==> src/rtl/ps2_rx_fifo.sv <==
// PS/2 keyboard receiver with kbdclk glitch filter, frame decoder and first-word-fall-through word FIFO.
// Define KBD_PARITY_CHK_EN to check odd parity; by default the parity bit is sampled and ignored.
module ps2_rx_fifo #(
  parameter int DATA_W      = 8,
  parameter int FIFO_DEPTH  = 4,
  parameter int FILT_LEN    = 4,
  parameter int TIMEOUT_CYC = 5000
) (
  input  logic                              clk,
  input  logic                              rst,
  input  logic                              kbdclk,
  input  logic                              kbddata,
  output logic [DATA_W-1:0]                 word,
  output logic                              word_valid,
  input  logic                              word_ready,
  output logic [$clog2(FIFO_DEPTH+1)-1:0]   fifo_count,
  output logic                              frame_err,
  output logic                              overflow,
  output logic                              busy
);

  localparam int AW = $clog2(FIFO_DEPTH);
  localparam int CW = $clog2(FIFO_DEPTH + 1);
  localparam int BW = (DATA_W > 1) ? $clog2(DATA_W) : 1;
  localparam int FW = $clog2(FILT_LEN + 1);
  localparam int TW = $clog2(TIMEOUT_CYC + 1);

  typedef enum logic [1:0] {IDLE, DATA, PARITY, STOP} state_t;

  // Stage p0/p1: two-flop synchronizers, preset high so reset release sees an idle bus
  logic kbdclk_p0, kbdclk_p1, kbddata_p0, kbddata_p1;

  always_ff @(posedge clk or posedge rst) begin
    if (rst) begin
      kbdclk_p0  <= 1'b1;
      kbdclk_p1  <= 1'b1;
      kbddata_p0 <= 1'b1;
      kbddata_p1 <= 1'b1;
    end else begin
      kbdclk_p0  <= kbdclk;
      kbdclk_p1  <= kbdclk_p0;
      kbddata_p0 <= kbddata;
      kbddata_p1 <= kbddata_p0;
    end
  end

  // Stage p2: glitch filter; fall pulses in the cycle kbdclk_f first reads low
  logic          kbdclk_f;
  logic          fall;
  logic [FW-1:0] filt_cnt;

  always_ff @(posedge clk or posedge rst) begin
    if (rst) begin
      kbdclk_f <= 1'b1;
      filt_cnt <= '0;
      fall     <= 1'b0;
    end else begin
      fall <= 1'b0;
      if (kbdclk_p1 == kbdclk_f) begin
        filt_cnt <= '0;
      end else if (filt_cnt == FW'(FILT_LEN - 1)) begin
        kbdclk_f <= kbdclk_p1;
        filt_cnt <= '0;
        fall     <= ~kbdclk_p1;
      end else begin
        filt_cnt <= filt_cnt + 1'b1;
      end
    end
  end

  // Frame decoder, stepped by fall; to_cnt counts cycles since the most recent fall
  state_t            state;
  logic [BW-1:0]     bit_cnt;
  logic [TW-1:0]     to_cnt;
  logic [DATA_W-1:0] shreg;
  logic              par_ok;
  logic              push;

  always_ff @(posedge clk or posedge rst) begin
    if (rst) begin
      state     <= IDLE;
      bit_cnt   <= '0;
      to_cnt    <= '0;
      frame_err <= 1'b0;
    end else begin
      frame_err <= 1'b0;
      if (fall)
        to_cnt <= TW'(1);
      else if (state == IDLE)
        to_cnt <= '0;
      else
        to_cnt <= to_cnt + 1'b1;

      if (state != IDLE && !fall && to_cnt == TW'(TIMEOUT_CYC - 1)) begin
        state     <= IDLE;
        frame_err <= 1'b1;
      end else if (fall) begin
        case (state)
          IDLE: begin
            if (!kbddata_p1) begin
              state   <= DATA;
              bit_cnt <= '0;
            end
          end
          DATA: begin
            if (bit_cnt == BW'(DATA_W - 1))
              state <= PARITY;
            else
              bit_cnt <= bit_cnt + 1'b1;
          end
          PARITY: state <= STOP;
          STOP: begin
            state <= IDLE;
            if (!(kbddata_p1 && par_ok))
              frame_err <= 1'b1;
          end
          default: state <= IDLE;
        endcase
      end
    end
  end

  always_ff @(posedge clk) begin
    if (fall && state == DATA)
      shreg[bit_cnt] <= kbddata_p1;
  end

`ifdef KBD_PARITY_CHK_EN
  logic par_bit;

  always_ff @(posedge clk) begin
    if (fall && state == PARITY)
      par_bit <= kbddata_p1;
  end

  assign par_ok = ^{shreg, par_bit};
`else
  assign par_ok = 1'b1;
`endif

  assign busy = (state != IDLE);
  assign push = fall && (state == STOP) && kbddata_p1 && par_ok;

  // Word FIFO: head is read straight from storage, so a push is visible the next cycle
  logic [DATA_W-1:0] mem [FIFO_DEPTH];
  logic [AW-1:0]     wr_ptr, rd_ptr;
  logic [CW-1:0]     count;
  logic              full, pop, wr_en;

  assign full  = (count == CW'(FIFO_DEPTH));
  assign pop   = word_valid & word_ready;
  assign wr_en = push && (!full || pop);

  always_ff @(posedge clk) begin
    if (wr_en)
      mem[wr_ptr] <= shreg;
  end

  always_ff @(posedge clk or posedge rst) begin
    if (rst) begin
      wr_ptr   <= '0;
      rd_ptr   <= '0;
      count    <= '0;
      overflow <= 1'b0;
    end else begin
      overflow <= push && full && !pop;
      if (wr_en)
        wr_ptr <= wr_ptr + 1'b1;
      if (pop)
        rd_ptr <= rd_ptr + 1'b1;
      case ({wr_en, pop})
        2'b10:   count <= count + 1'b1;
        2'b01:   count <= count - 1'b1;
        default: count <= count;
      endcase
    end
  end

  assign word_valid = (count != '0);
  assign word       = word_valid ? mem[rd_ptr] : '0;
  assign fifo_count = count;

endmodule

==> config.mk <==
export PLATFORM = sky130hd
export DESIGN_NAME = ps2_rx_fifo
export DESIGN_NICKNAME = d
export VERILOG_FILES = /design/src/rtl/ps2_rx_fifo.sv
export SDC_FILE = /design/constraint.sdc
export NUM_CORES = 1
export LEC_CHECK = 0
export BUFFER_PORTS_ARGS = -buffer_cell sky130_fd_sc_hd__buf_2
export CORE_MARGIN = 2
export CORE_UTILIZATION = 40
export CTS_CLUSTER_SIZE = 12
export DETAILED_ROUTE_END_ITERATION = 6
export PLACE_DENSITY = 0.56
export SLEW_MARGIN = 20
export SYNTH_ARGS = -nofsm -noshare
export SYNTH_HDL_FRONTEND = slang
export SYNTH_SLANG_ARGS = --single-unit
export TNS_END_PERCENT = 50
==> constraint.sdc <==
create_clock -name clk -period 2.3 [get_ports clk]
set_clock_uncertainty 0.2 [all_clocks]
set_input_delay 0.23 -clock clk [delete_from_list [all_inputs] [get_ports clk]]
set_output_delay 0.23 -clock clk [all_outputs]
set_load 0.02 [all_outputs]
==> results of run 1 <==
power groups by stage:
stage	combinational [uW]	sequential, uW	clock (uW)
after floorplan	768	1670	0
after CTS	1110	1640	1150
after detailed placement	1090	1670	0
after global routing	1230	1650	1210
after global placement	1090	1660	0
final	1100	1630	1120
routing by layer:
layer	wire, um	vias to the layer above	GRT usage
met5	0	-	0
met2	2470	31	0.200
met1	2660	916	0.179
met4	76	0	0.0507
met3	171	10	0.0451
li1	-	934	-
synth_stat cells, drive strengths merged, types with 2 or more instances:
master / count / area, sq um
a21oi: 9 / 45.0
and2: 14 / 87.6
buf: 2 / 10.0
clkbuf: 3 / 11.3
dfrtp: 31 / 776
dfstp: 5 / 131
edfxtp: 40 / 1200
ha: 13 / 163
inv: 14 / 52.6
mux2: 3 / 37.5
mux2i: 4 / 40.0
mux4: 8 / 180
nand2: 9 / 33.8
nand2b: 2 / 12.5
nand3: 9 / 45.0
nand4: 4 / 37.5
nor2: 13 / 48.8
nor2b: 4 / 32.5
nor3: 3 / 15.0
nor4: 2 / 27.5
o21ai: 3 / 15.0
o21bai: 2 / 15.0
o31ai: 4 / 30.0
or3: 5 / 31.3
or4: 4 / 30.0
or4b: 2 / 27.5
xnor2: 6 / 52.6
xor2: 4 / 35.0
timing repair:
action | in CTS | in global routing
buffers inserted | 1 | 1
gates resized for setup | 1 | 2
pin swaps | 2 | 2
endpoints found under the hold margin | 34 | 0
endpoints found under the setup margin | 1 | 1
hold buffers | 4 | 0
worst max path at each step:
stage | endpoint | slack, ps
finish | fifo_count[2] | 10
CTS | fifo_count[2] | -30
global route | fifo_count[2] | -80
global placement | fifo_count[2] | -10
floorplan | fifo_count[2] | -90
detailed placement | fifo_count[2] | -40
layout make-up:
class | instances | area [sq um]
fill | 691 | 4210
timing repair buffer | 38 | 248
clock inverter | 7 | 98.8
tap | 105 | 131
inverter | 14 | 52.6
sequential | 76 | 2110
clock buffer | 9 | 124
multi-input combinational | 137 | 1150
cells by family (layout without fill, tap and decap cells):
family / Yosys count / in the layout / share of synthesized area
buf+inv: 19 / 68 / 0.0222
mux: 15 / 15 / 0.0776
xor+xnor: 10 / 10 / 0.0264
fa+ha+maj: 14 / 14 / 0.0550
simple gates: 76 / 76 / 0.142
compound gates: 22 / 22 / 0.0422
flops: 76 / 76 / 0.635
state kept, by name, indices dropped and copies added (netlist names):
| register | count |
|---|---|
| kbddata_p1 | 1 |
| frame_err | 1 |
| rd_ptr | 2 |
| wr_ptr | 2 |
| bit_cnt | 3 |
| mem | 32 |
| overflow | 1 |
| state | 2 |
| kbdclk_p1 | 1 |
| shreg | 8 |
| fall | 1 |
| kbddata_p0 | 1 |
| filt_cnt | 3 |
| fifo_count | 3 |
| kbdclk_p0 | 1 |
| to_cnt | 13 |
| kbdclk_f | 1 |
per-stage QoR:
stage	setup TNS [ps]	std cells	setup slack, ps	hold slack [ps]	cell area [sq um]
6_report	0	386	11.6	100	3920
5_1_grt	-75.3	386	-75.3	111	3920
4_1_cts	-28.7	385	-28.7	89.1	3900
3_5_place_dp	-35.6	364	-35.6	137	3630
3_3_place_gp	-10.8	364	-10.8	135	3630
2_1_floorplan	-94.2	232	-94.2	34.5	3330
worst register-to-register path, stage by stage (launching register included):
cell and delay [ps]:
sky130_fd_sc_hd__dfrtp_2 410, sky130_fd_sc_hd__or4b_4 520, sky130_fd_sc_hd__nor2b_4 150, sky130_fd_sc_hd__inv_2 60
sky130_fd_sc_hd__ha_4 120, sky130_fd_sc_hd__inv_2 30, sky130_fd_sc_hd__fa_2 320, sky130_fd_sc_hd__xor2_1 140
sky130_fd_sc_hd__nor2_1 120, sky130_fd_sc_hd__xor2_1 140
==> results.md, run 1 <==
- Of the cells placed in the final design, the portion with a size suffix greater than 1 is 0.278.
- For this run, the register share of the synthesized area comes to 0.635.
- The slew at the pin closest to its max-slew limit is 459 ps.
- The number of cells produced by synthesis is 232.
- The congestion estimate from routability-driven global placement came to approximately 0.73.
- Row generation in the floorplan step produced 33 rows.
- TritonCTS built the clock tree.
- The count of final setup violators is 0.
- Of all nets on the critical path, the largest fanout is 2.
- The fraction of registers with async set or reset after synthesis is 0.474.
- For this run, design rule violations remaining after detail routing come to 0.
- Counting every net in the synthesized netlist gives 251.
- The final design utilization is 0.482.
- Headroom to the max-slew limit came out at 0.694.
- The worst setup path is launched from a register.
- The kind of cell adding the most delay to the critical path is simple AND/OR/NAND/NOR gates.
- The most used flip-flop cell after synthesis is sky130_fd_sc_hd__edfxtp_1.
- The tree is rooted in a sky130_fd_sc_hd__clkbuf_8.
- In this run the most critical hold path is launched from word_ready.
- The signal on the critical path passes through or4b_4, nor2b_4, inv_2, ha_4, inv_2, fa_2, xor2_1, nor2_1, xor2_1.
- For this configuration, the core starts out at a cell density of 0.408.
- For this run, the total global-route usage over all layers was measured as 0.133.
- The first-pass GRT wire length is 9070 um.
- The initial antenna violation count is 0.
- The worst setup path is captured at a register.
- The vertical extent of the die is 95.1 um.
- The number of pins exceeding their max-slew limit in the final report is 0.
- The full die area is 9050 sq um.
- Counting flops with a built-in enable in the synthesized netlist gives 40.
- The share of total power in the clock network is 0.291.
- The quantity of I/O buffers inserted on ports is 19.
- Summed over all nets, the half-perimeter wirelength after detailed placement is 3580 um.
- In the final routed layout, each cell accounts on average for approximately 14 um.
- The core area is slightly above 8000 sq um.
- The number of buffers and inverters on the critical path is 2.
- The worst hold path passes through 4 cells.
- Entering global routing, the biggest net connects 37 pins.
- The share of total power dissipated in combinational logic is 0.286.
- For this block, the routed nets add up to between 5000 and 6000 um of wire.
- For this design the total switching power over the nets is 1190 uW.
- After clock tree synthesis, the clock-pin slew on the worst setup and hold paths is 80 ps.
- The total CTS buffers is 9.
- Of the total power, the share spent switching nets is 0.308.
- The count of final hold-check violations is 0.
- The worst register-to-register path begins at fifo_count[0].
- The logic depth of the worst register-to-register path is 9.
- The first-pass detailed-route iteration total is 4.
- On the worst path, the slowest cell contributes a delay of 520 ps.
- The vias per cell is 4.90.
- The standby leakage power is 0.00155 uW.
- The internal power contribution is 2670 uW.
- The growth of design area from synthesis to finish is 18.0%.
- For the worst-skew pair, the clock arrives at the later sink with an insertion delay of 350 ps.
- 20 I/O pins were placed.
- Total power for the finished layout comes to 3860 uW.
- In the layout the commonest cells are 40 x sky130_fd_sc_hd__edfxtp_1, 29 x sky130_fd_sc_hd__dfrtp_1, 19 x sky130_fd_sc_hd__buf_2.
- The share of power burned in registers is 0.423.
- The total number of clock tree sinks is 76.
- Data on the critical path arrives at its endpoint at 2360 ps.
- The critical path starts at fifo_count[0].
- The required time of the critical path is ~2400 ps.
- The flop-to-flop setup slack is 10 ps.
- In this run the worst hold path is classified as in2reg.
- The total number of H-tree levels is 3.
- Yosys printed 0 warnings.
- The clock passes through at most 2 buffers.
- Across the run, the number of max-cap violations was 0.
- The upper clock frequency limit is 0.437 GHz.
- The ratio of final minimum period to clock period is 0.995.
- The kind of critical path is reg2reg.
- The run finished with clean final reports.
- The endpoint identified for the worst register-to-register timing path is fifo_count[2].
- The netlist area before placement is around 3300 sq um.
- The number of antenna cells inserted is 0.
- The post-synthesis sequential element count is 76.
- Setup repair after global routing could not meet its margin everywhere.
- In the final design database the tool counted 295 nets.
- The library cell used most frequently in the layout, excluding fill and tap cells, is sky130_fd_sc_hd__edfxtp_1.
- The overall die width is 95.1 um.
- The number of global-route vias before repair is 1,858.
- The slowest stage of the critical path is the sky130_fd_sc_hd__or4b_4 cell.
- The violation count after the first detailed-routing iteration is 64.
- IR analysis of the VDD net gives a maximum drop of between 400 and 500 uV.
- The number of cells on the critical path is 9.
- The total vias in the final route is about 1,900.
- For hold timing, the worst endpoint is rd_ptr[1].
- The number of library cell types mapped by synthesis is 43.
- Global routing finished with a remaining overflow of 0.
- The number of nets still failing antenna checks after routing is 0.
- Dividing total power by cell area gives a power density of 985 nW/um^2.
- The clock period minus final worst setup slack is about 2300 ps.
- In this run the mean area of a mapped cell was 14.3 sq um.
(Power assumes the default switching activity.)
==> run 2, diff against run 1 <==
--- a/config.mk
+++ b/config.mk
@@ -7,10 +7,10 @@
 export LEC_CHECK = 0
 export BUFFER_PORTS_ARGS = -buffer_cell sky130_fd_sc_hd__buf_2
 export CORE_MARGIN = 2
-export CORE_UTILIZATION = 40
+export CORE_UTILIZATION = 54
 export CTS_CLUSTER_SIZE = 12
 export DETAILED_ROUTE_END_ITERATION = 6
-export PLACE_DENSITY = 0.56
+export PLACE_DENSITY = 0.73
 export SLEW_MARGIN = 20
 export SYNTH_ARGS = -nofsm -noshare
 export SYNTH_HDL_FRONTEND = slang
==> run 2 against run 1 <==
Effect of this change: worst hold slack gained 6.6 ps; critical path depth is the same; register-to-register slack lost 40 ps; largest power group unchanged; the flow now finishes with violations (negative setup slack); combinational power is essentially flat; via count shrank 1.2%.
==> results.md, run 2 (synthesis gave the netlist of run 1 again) <==
- The first-pass GRT wire length was 8580 um (-5.4%).
- The total CTS buffers is 9 (unchanged).
- The ratio of final minimum period to clock period is 1.01 (+0.0162).
- The ratio of cells with drive above 1 in the final layout is 0.269 (-0.00876).
- The vertical extent of the die is 82.4 um (-13%).
- The number of pins exceeding their max-slew limit in the final report was 0 (unchanged).
- The initial antenna violation count was 0 (unchanged).
- The arrival time of the worst setup path is 2390 ps (+30 ps).
- The overall die width is 82.4 um (-13%).
- The sequential cell area in the final layout is 2110 sq um (unchanged).
- The delay of the slowest cell on the worst path is 510 ps (about the same).
- The first-pass detailed-route iteration total is 4 (unchanged).
- The total number of clock tree sinks is 76 (unchanged).
- The worst setup path is captured at a register.
- The number of buffers on the longest clock path is 2 (unchanged).
- The final design utilization is 0.656 (+0.174).
- The endpoint identified for the worst register-to-register timing path is fifo_count[2].
- The kind of cell adding the most delay to the critical path is simple AND/OR/NAND/NOR gates.
- The power per standard cell area is 1020 nW/um^2 (+3.3%).
- The combined global-route utilization of all metal layers is 0.176 (+0.0424).
- The flip-flop count of the largest register, all copies and words added is 32 (unchanged).
- The leftover overflow at the end of global routing was 0 (unchanged).
- Walking the worst path, the cells encountered are or4b_4, nor2b_4, inv_2, ha_4, inv_2, fa_2, xor2_1, nor2_1, xor2_1.
- The count of final hold-check violations came to 0 (unchanged).
- The required time of the critical path is 2360 ps (about the same).
- The multi-input combinational cell area came to 1150 sq um (unchanged).
- The growth of design area from synthesis to finish is 16.9%.
- Setup repair after global routing could not meet its margin everywhere.
- The fill cell total of the finished layout came to 425 (-38%).
- The number of global-route vias before repair is 1,828 (-1.6%).
- In this run the most critical hold path is launched from word_ready.
- The largest register by flop count is mem.
- The number of placement rows came to 28 (-15%).
- The startpoint kind of the worst setup timing path is a register.
- The number of instances on the worst hold path was 4 (unchanged).
- The top cell types in the final layout, fill and taps aside, are 40 x sky130_fd_sc_hd__edfxtp_1, 29 x sky130_fd_sc_hd__dfrtp_1, 19 x sky130_fd_sc_hd__buf_2.
- The standby leakage power is 0.00155 uW (-0.30%).
- The maximum vdd ir drop was 581 uV (+40%).
- The finished layout cell area is 3880 sq um (-0.93%).
- The maximum fanout along the worst path is 2 (unchanged).
- The final reports fail on negative setup slack.
- TritonCTS built the clock tree.
- The full die area came to 6790 sq um (-25%).
- The total number of nets in the final design is 293 (-0.68%).
- The total vias in the final route is 1,869 (-1.2%).
- The overall routed net length is 5180 um (-3.8%).
- The total number of H-tree levels came to 3 (unchanged).
- The flop-to-flop setup slack is -30 ps (-40 ps).
- The detail-routed net length per standard cell is 14.6 um (+4.9%).
- The remaining routing DRC violations is 0 (unchanged).
- The slack of the critical path is -25.6 ps (-37.3 ps).
- The number of buffers and inverters on the critical path came to 2 (unchanged).
- The slew at the pin closest to its max-slew limit is 445 ps (-14.0 ps).
- For hold timing, the worst endpoint is rd_ptr[1].
- The insertion delay to the later sink of the worst-skew pair is 340 ps (about the same).
- The top-level I/O count is 20 (unchanged).
- The routability-driven placement congestion ratio is 0.743 (+1.6%).
- On the critical path, the stage with the largest delay is an instance of sky130_fd_sc_hd__or4b_4.
- The worst setup path is of the reg2reg kind.
- The upper clock frequency limit is 0.430 GHz (-1.6%).
- The largest registers in the layout are mem (32), to_cnt (13), shreg (8).
- The worst register-to-register path begins at fifo_count[0].
- The CTS clock-pin slew for the worst setup and hold paths is 70 ps (about the same).
- The core area is 5920 sq um (-27%).
- The clock period minus final worst setup slack is 2330 ps (+37.3 ps).
- The sum of net half-perimeters after detailed placement is 3550 um (-0.98%).
- The library cell used most frequently in the layout, excluding fill and tap cells, is sky130_fd_sc_hd__edfxtp_1.
- The vias per cell came to 5.28 (+7.8%).
- The placed standard-cell area is 3590 sq um (-1.2%).
- The maximum number of pins on one net before global-route repair is 37 (unchanged).
- The count of final setup violators is 1 (+1).
- The worst hold-check slack was 107 ps (+6.56 ps).
- The starting utilization of the core area was 0.561 (+0.153).
- The pre-CTS setup slack came to -105 ps (-69.0 ps).
- The tree is rooted in a sky130_fd_sc_hd__clkbuf_8.
- The quantity of I/O buffers inserted on ports is 19 (unchanged).
- The type of the most critical hold path is in2reg.
- The number of nets still failing antenna checks after routing was 0 (unchanged).
- The normalized max-slew margin came to 0.704 (+0.00937).
- The max capacitance violation total was 0 (unchanged).
- The number of antenna cells inserted is 0 (unchanged).
- The violation count after the first detailed-routing iteration came to 45 (-30%).
- The logic depth of the worst register-to-register path is 9 (unchanged).
- The flow ran to the end, but the final reports show violations.
run 2: cell count changes in the layout (fill, tap and decap cells not counted):
| cell | delta |
|---|---|
| sky130_fd_sc_hd__buf_4 | -2 |
| sky130_fd_sc_hd__bufinv_16 | +1 |
| sky130_fd_sc_hd__clkbuf_1 | +1 |
| sky130_fd_sc_hd__clkinv_4 | -1 |
| sky130_fd_sc_hd__inv_6 | -1 |
run 2: layout make-up:
| cell class | count | area share |
|---|---|---|
| clock buffers | 10 | 0.0329 |
| clock inverters | 6 | 0.0287 |
| multi-input cells | 137 | 0.297 |
| repair buffers | 36 | 0.0599 |
| flip-flops and latches | 76 | 0.543 |
| inverters | 14 | 0.0135 |
| well taps | 75 | 0.0242 |
run 2: metal layers:
metal,wire length [um],up-vias,global-route usage,share of wire
met5,0,-,0,0
met2,2550,25,0.284,0.49
met3,175,9,0.0489,0.034
met1,2380,908,0.226,0.46
li1,-,927,-,-
met4,75,0,0.0700,0.014
run 2: worst max path at each step:
stage                             start             to  cells after the start  slack (ps)
final                     fifo_count[0]  fifo_count[2]                      9         -30
after detailed placement  fifo_count[0]  fifo_count[2]                      9        -100
after global routing      fifo_count[0]  fifo_count[2]                      9        -140
after CTS                 fifo_count[0]  fifo_count[2]                      9         -40
after global placement    fifo_count[0]  fifo_count[2]                      9          -6
after floorplan           fifo_count[0]  fifo_count[2]                      9         -90
run 2: power by group:
part | switching, uW | total, uW | internal [uW]
Clock | 465 | 1190 | 723
Sequential | 97.0 | 1630 | 1540
Combinational | 600 | 1130 | 532
run 2: repair_timing:
action / 4_1_cts / 5_1_grt
gates cloned: 0 / 0
endpoints found under the hold margin: 34 / 0
hold buffers: 4 / 0
setup endpoints to repair: 1 / 1
gates resized for setup: 3 / 0
buffers inserted: 1 / 0
pin swaps: 1 / 0
run 2: through the flow:
stage	instances	TNS, ps	power [uW]
after detailed placement	333	-105	2780
after global placement	333	-6.25	2740
after CTS	354	-37.9	4000
after global routing	354	-141	4170
after floorplan	232	-94.2	2430
final	354	-25.6	3950
run 2: worst register-to-register path, cell delays in order (launching register included):
cell and delay (ps):
sky130_fd_sc_hd__dfrtp_2 400, sky130_fd_sc_hd__or4b_4 510, sky130_fd_sc_hd__nor2b_4 150, sky130_fd_sc_hd__inv_2 70, sky130_fd_sc_hd__ha_4 130, sky130_fd_sc_hd__inv_2 40, sky130_fd_sc_hd__fa_2 340, sky130_fd_sc_hd__xor2_1 160
sky130_fd_sc_hd__nor2_1 110, sky130_fd_sc_hd__xor2_1 150
==> run 3, diff against run 2 <==
--- a/config.mk
+++ b/config.mk
@@ -7,10 +7,11 @@
 export LEC_CHECK = 0
 export BUFFER_PORTS_ARGS = -buffer_cell sky130_fd_sc_hd__buf_2
 export CORE_MARGIN = 2
-export CORE_UTILIZATION = 54
+export CORE_UTILIZATION = 56
+export CTS_BUF_LIST = sky130_fd_sc_hd__clkbuf_2 sky130_fd_sc_hd__clkbuf_4 sky130_fd_sc_hd__clkbuf_8
 export CTS_CLUSTER_SIZE = 12
 export DETAILED_ROUTE_END_ITERATION = 6
-export PLACE_DENSITY = 0.73
+export PLACE_DENSITY = 0.75
 export SLEW_MARGIN = 20
 export SYNTH_ARGS = -nofsm -noshare
 export SYNTH_HDL_FRONTEND = slang
==> run 3 against run 2 <==
Effect of this change: the flow still finishes with violations (negative setup slack); global-route usage rose by 0.52 points; sequential power hardly changed; combinational power down 4%.
==> results.md, run 3 (synthesis gave the netlist of run 1 again) <==
- The run finished, with violations left.
- The final reports fail on negative setup slack.
- The delay of the slowest cell on the worst path is 530 ps (+20 ps).
- The kind of critical path is reg2reg.
- The leftover overflow at the end of global routing is 0 (unchanged).
- The ratio of final minimum period to clock period was 1.02 (+0.00678).
- The first-pass GRT wire length came to 8610 um (+0.33%).
- The total number of H-tree levels came to 3 (unchanged).
- The cell count after placement is 331 (-0.60%).
- The upper clock frequency limit is 0.427 GHz (-0.67%).
- The first-pass detailed-route iteration total is 4 (unchanged).
- The vias per cell is 5.38 (+1.9%).
- The total number of nets in the final design is 290 (-1.0%).
- The multi-input combinational cell area is 1140 sq um (-0.87%).
- The arrival time of the worst setup path was 2410 ps (+20 ps).
- The detail-routed net length per standard cell came to 14.9 um (+1.6%).
- The overall routed net length is 5210 um (+0.73%).
- The worst register-to-register path ends at fifo_count[2].
- The CTS clock-pin slew for the worst setup and hold paths is 80 ps (about the same).
- The number of buffers on the longest clock path is 2 (unchanged).
- The number of placement rows came to 28 (unchanged).
- The placed standard-cell area was 3570 sq um (-0.42%).
- The count of final hold-check violations is 0 (unchanged).
- In this run the most critical hold path is launched from word_ready.
- Traced cell by cell, the critical path runs through or4b_4, nor2b_4, inv_1, ha_2, inv_2, fa_2, xor2_1, nor2_1, xor2_1.
- The pre-CTS setup slack is -60.5 ps (+44.0 ps).
- The sum of net half-perimeters after detailed placement is 3530 um (-0.54%).
- The starting utilization of the core area is 0.571 (+0.0101).
- The library cells used most frequently in the layout, excluding fill and tap cells, are 40 x sky130_fd_sc_hd__edfxtp_1, 29 x sky130_fd_sc_hd__dfrtp_1, 19 x sky130_fd_sc_hd__buf_2.
- The slew at the pin closest to its max-slew limit is 440 ps (-5.09 ps).
- The quantity of I/O buffers inserted on ports is 19 (unchanged).
- The insertion delay to the later sink of the worst-skew pair is 340 ps (about the same).
- The power per standard cell area is 950 nW/um^2 (-6.7%).
- The type of the most critical hold path is in2reg.
- The final design utilization is 0.651 (-0.00471).
- The worst-path cell with the longest stage delay is sky130_fd_sc_hd__or4b_4.
- The slack of the critical path is -41.2 ps (-15.6 ps).
- The maximum fanout along the worst path came to 2 (unchanged).
- The initial antenna violation count is 0 (unchanged).
- The total vias in the final route is 1,888 (+1.0%).
- The routability-driven placement congestion ratio is 0.740 (-0.46%).
- The root buffer cell is sky130_fd_sc_hd__clkbuf_8.
- The worst setup path is captured at a register.
- The sequential cell area in the final layout is 2110 sq um (unchanged).
- In the final layout, the registers with the most flip-flops are mem (32), to_cnt (13), shreg (8).
- The fill cell total of the finished layout is 437 (+2.8%).
- The top-level I/O count is 20 (unchanged).
- The flop-to-flop setup slack is -40 ps (-20 ps).
- The core area was 5820 sq um (-1.8%).
- The maximum vdd ir drop came to 560 uV (-3.7%).
- The finished layout cell area is 3790 sq um (-2.5%).
- The number of pins exceeding their max-slew limit in the final report is 0 (unchanged).
- The clock period minus final worst setup slack is 2340 ps (+15.6 ps).
- The number of global-route vias before repair is 1,851 (+1.3%).
- The startpoint kind of the worst setup timing path is a register.
- The total CTS buffers is 9 (unchanged).
- The setup TNS came to -41.2 ps (-15.6 ps).
- Setup repair after global routing could not meet its margin everywhere.
- The most common cell after layout, fill and taps aside is sky130_fd_sc_hd__edfxtp_1.
- The full die area was 6560 sq um (-3.4%).
- The area growth from synthesis to layout is 14.0%.
- The normalized max-slew margin is 0.707 (+0.00339).
- The TritonCTS clock tree is done.
- The worst hold path terminates at rd_ptr[1].
- The number of instances on the worst hold path is 4 (unchanged).
- The post-layout instance count excluding filler cells is 351 (-0.85%).
- The ratio of cells with drive above 1 in the final layout is 0.261 (-0.00795).
- The count of final setup violators is 1 (unchanged).
- The flip-flop count of the largest register, all copies and words added was 32 (unchanged).
- The overall die width is 81.0 um (-1.7%).
- The max capacitance violation total is 0 (unchanged).
- The number of antenna cells inserted is 0 (unchanged).
- The required time of the critical path was 2370 ps (about the same).
- The logic depth of the worst register-to-register path was 9 (unchanged).
- The total number of clock tree sinks came to 76 (unchanged).
- The startpoint identified for the worst register-to-register timing path is fifo_count[0].
- The maximum number of pins on one net before global-route repair came to 37 (unchanged).
- The vertical extent of the die was 81.0 um (-1.7%).
- Ranked by flip-flop count, first place goes to mem.
- The combined global-route utilization of all metal layers was 0.181 (+0.00524).
- The standby leakage power is 0.00150 uW (-3.3%).
- The violation count after the first detailed-routing iteration is 92 (+100%).
- The remaining routing DRC violations is 0 (unchanged).
- The most prevalent standard cell on the critical path is sky130_fd_sc_hd__xor2_1.
- The number of nets still failing antenna checks after routing is 0 (unchanged).
- The post-CTS setup repair buffer count is 0 (-1).
## run 3: changes by cell type in the layout (fill, tap and decap cells not counted)
cell / previous run / this run
sky130_fd_sc_hd__inv_2: 2 / 1
sky130_fd_sc_hd__ha_4: 1 / 0
sky130_fd_sc_hd__buf_4: 13 / 10
sky130_fd_sc_hd__clkinvlp_4: 0 / 1
sky130_fd_sc_hd__inv_1: 12 / 13
sky130_fd_sc_hd__clkinvlp_2: 0 / 1
sky130_fd_sc_hd__bufinv_16: 3 / 0
sky130_fd_sc_hd__ha_2: 0 / 1
sky130_fd_sc_hd__clkbuf_1: 1 / 0
sky130_fd_sc_hd__clkinv_4: 1 / 3
## run 3: worst max-delay path by stage
stage	slack, ps	end	depth (start not counted)	start
6_report	-40	fifo_count[2]	9	fifo_count[0]
5_1_grt	-110	fifo_count[2]	9	fifo_count[0]
4_1_cts	-40	fifo_count[2]	9	fifo_count[0]
3_5_place_dp	-60	fifo_count[2]	9	fifo_count[0]
3_3_place_gp	1	fifo_count[2]	9	fifo_count[0]
2_1_floorplan	-90	fifo_count[2]	9	fifo_count[0]
## run 3: critical path: cells and delay by family (launching register included)
| kind | cells | cell delay, ps |
|---|---|---|
| simple gates | 3 | 790 |
| fa+ha+maj | 2 | 490 |
| flops | 1 | 410 |
| xor+xnor | 2 | 290 |
| buf+inv | 2 | 90 |
## run 3: what timing repair did
item / CTS / global route
hold buffers: 4 / 0
resized for setup: 1 / 0
endpoints found under the hold margin: 34 / 0
setup endpoints to repair: 1 / 1
gates cloned: 0 / 0
pin swaps: 2 / 0
## run 3: power breakdown
group          switching, uW  internal (uW)  leakage (uW)
Clock                    491            393     0.0000834
Sequential              98.4           1540      0.000827
Combinational            584            495      0.000586
## run 3: area by class of cell
type	count	share of cell area
Clock buffer	9	0.0327
Clock inverter	7	0.0135
Inverter	14	0.0139
Multi-Input combinational cell	137	0.302
Sequential cell	76	0.557
Tap cell	75	0.0248
Timing Repair Buffer	33	0.0555
## run 3: stage by stage
stage	total power, uW	hold WS, ps
finish	3600	118
global route	3800	137
CTS	3650	107
detailed placement	2740	136
global placement	2710	134
floorplan	2430	34.5
## run 3: metal layers
layer | up-vias | part of all wire | wire length (um) | GRT usage
met3 | 12 | 0.028 | 145 | 0.0333
met5 | - | 0 | 0 | 0
li1 | 923 | - | - | -
met4 | 0 | 0.027 | 139 | 0.112
met2 | 32 | 0.48 | 2510 | 0.282
met1 | 921 | 0.46 | 2420 | 0.237
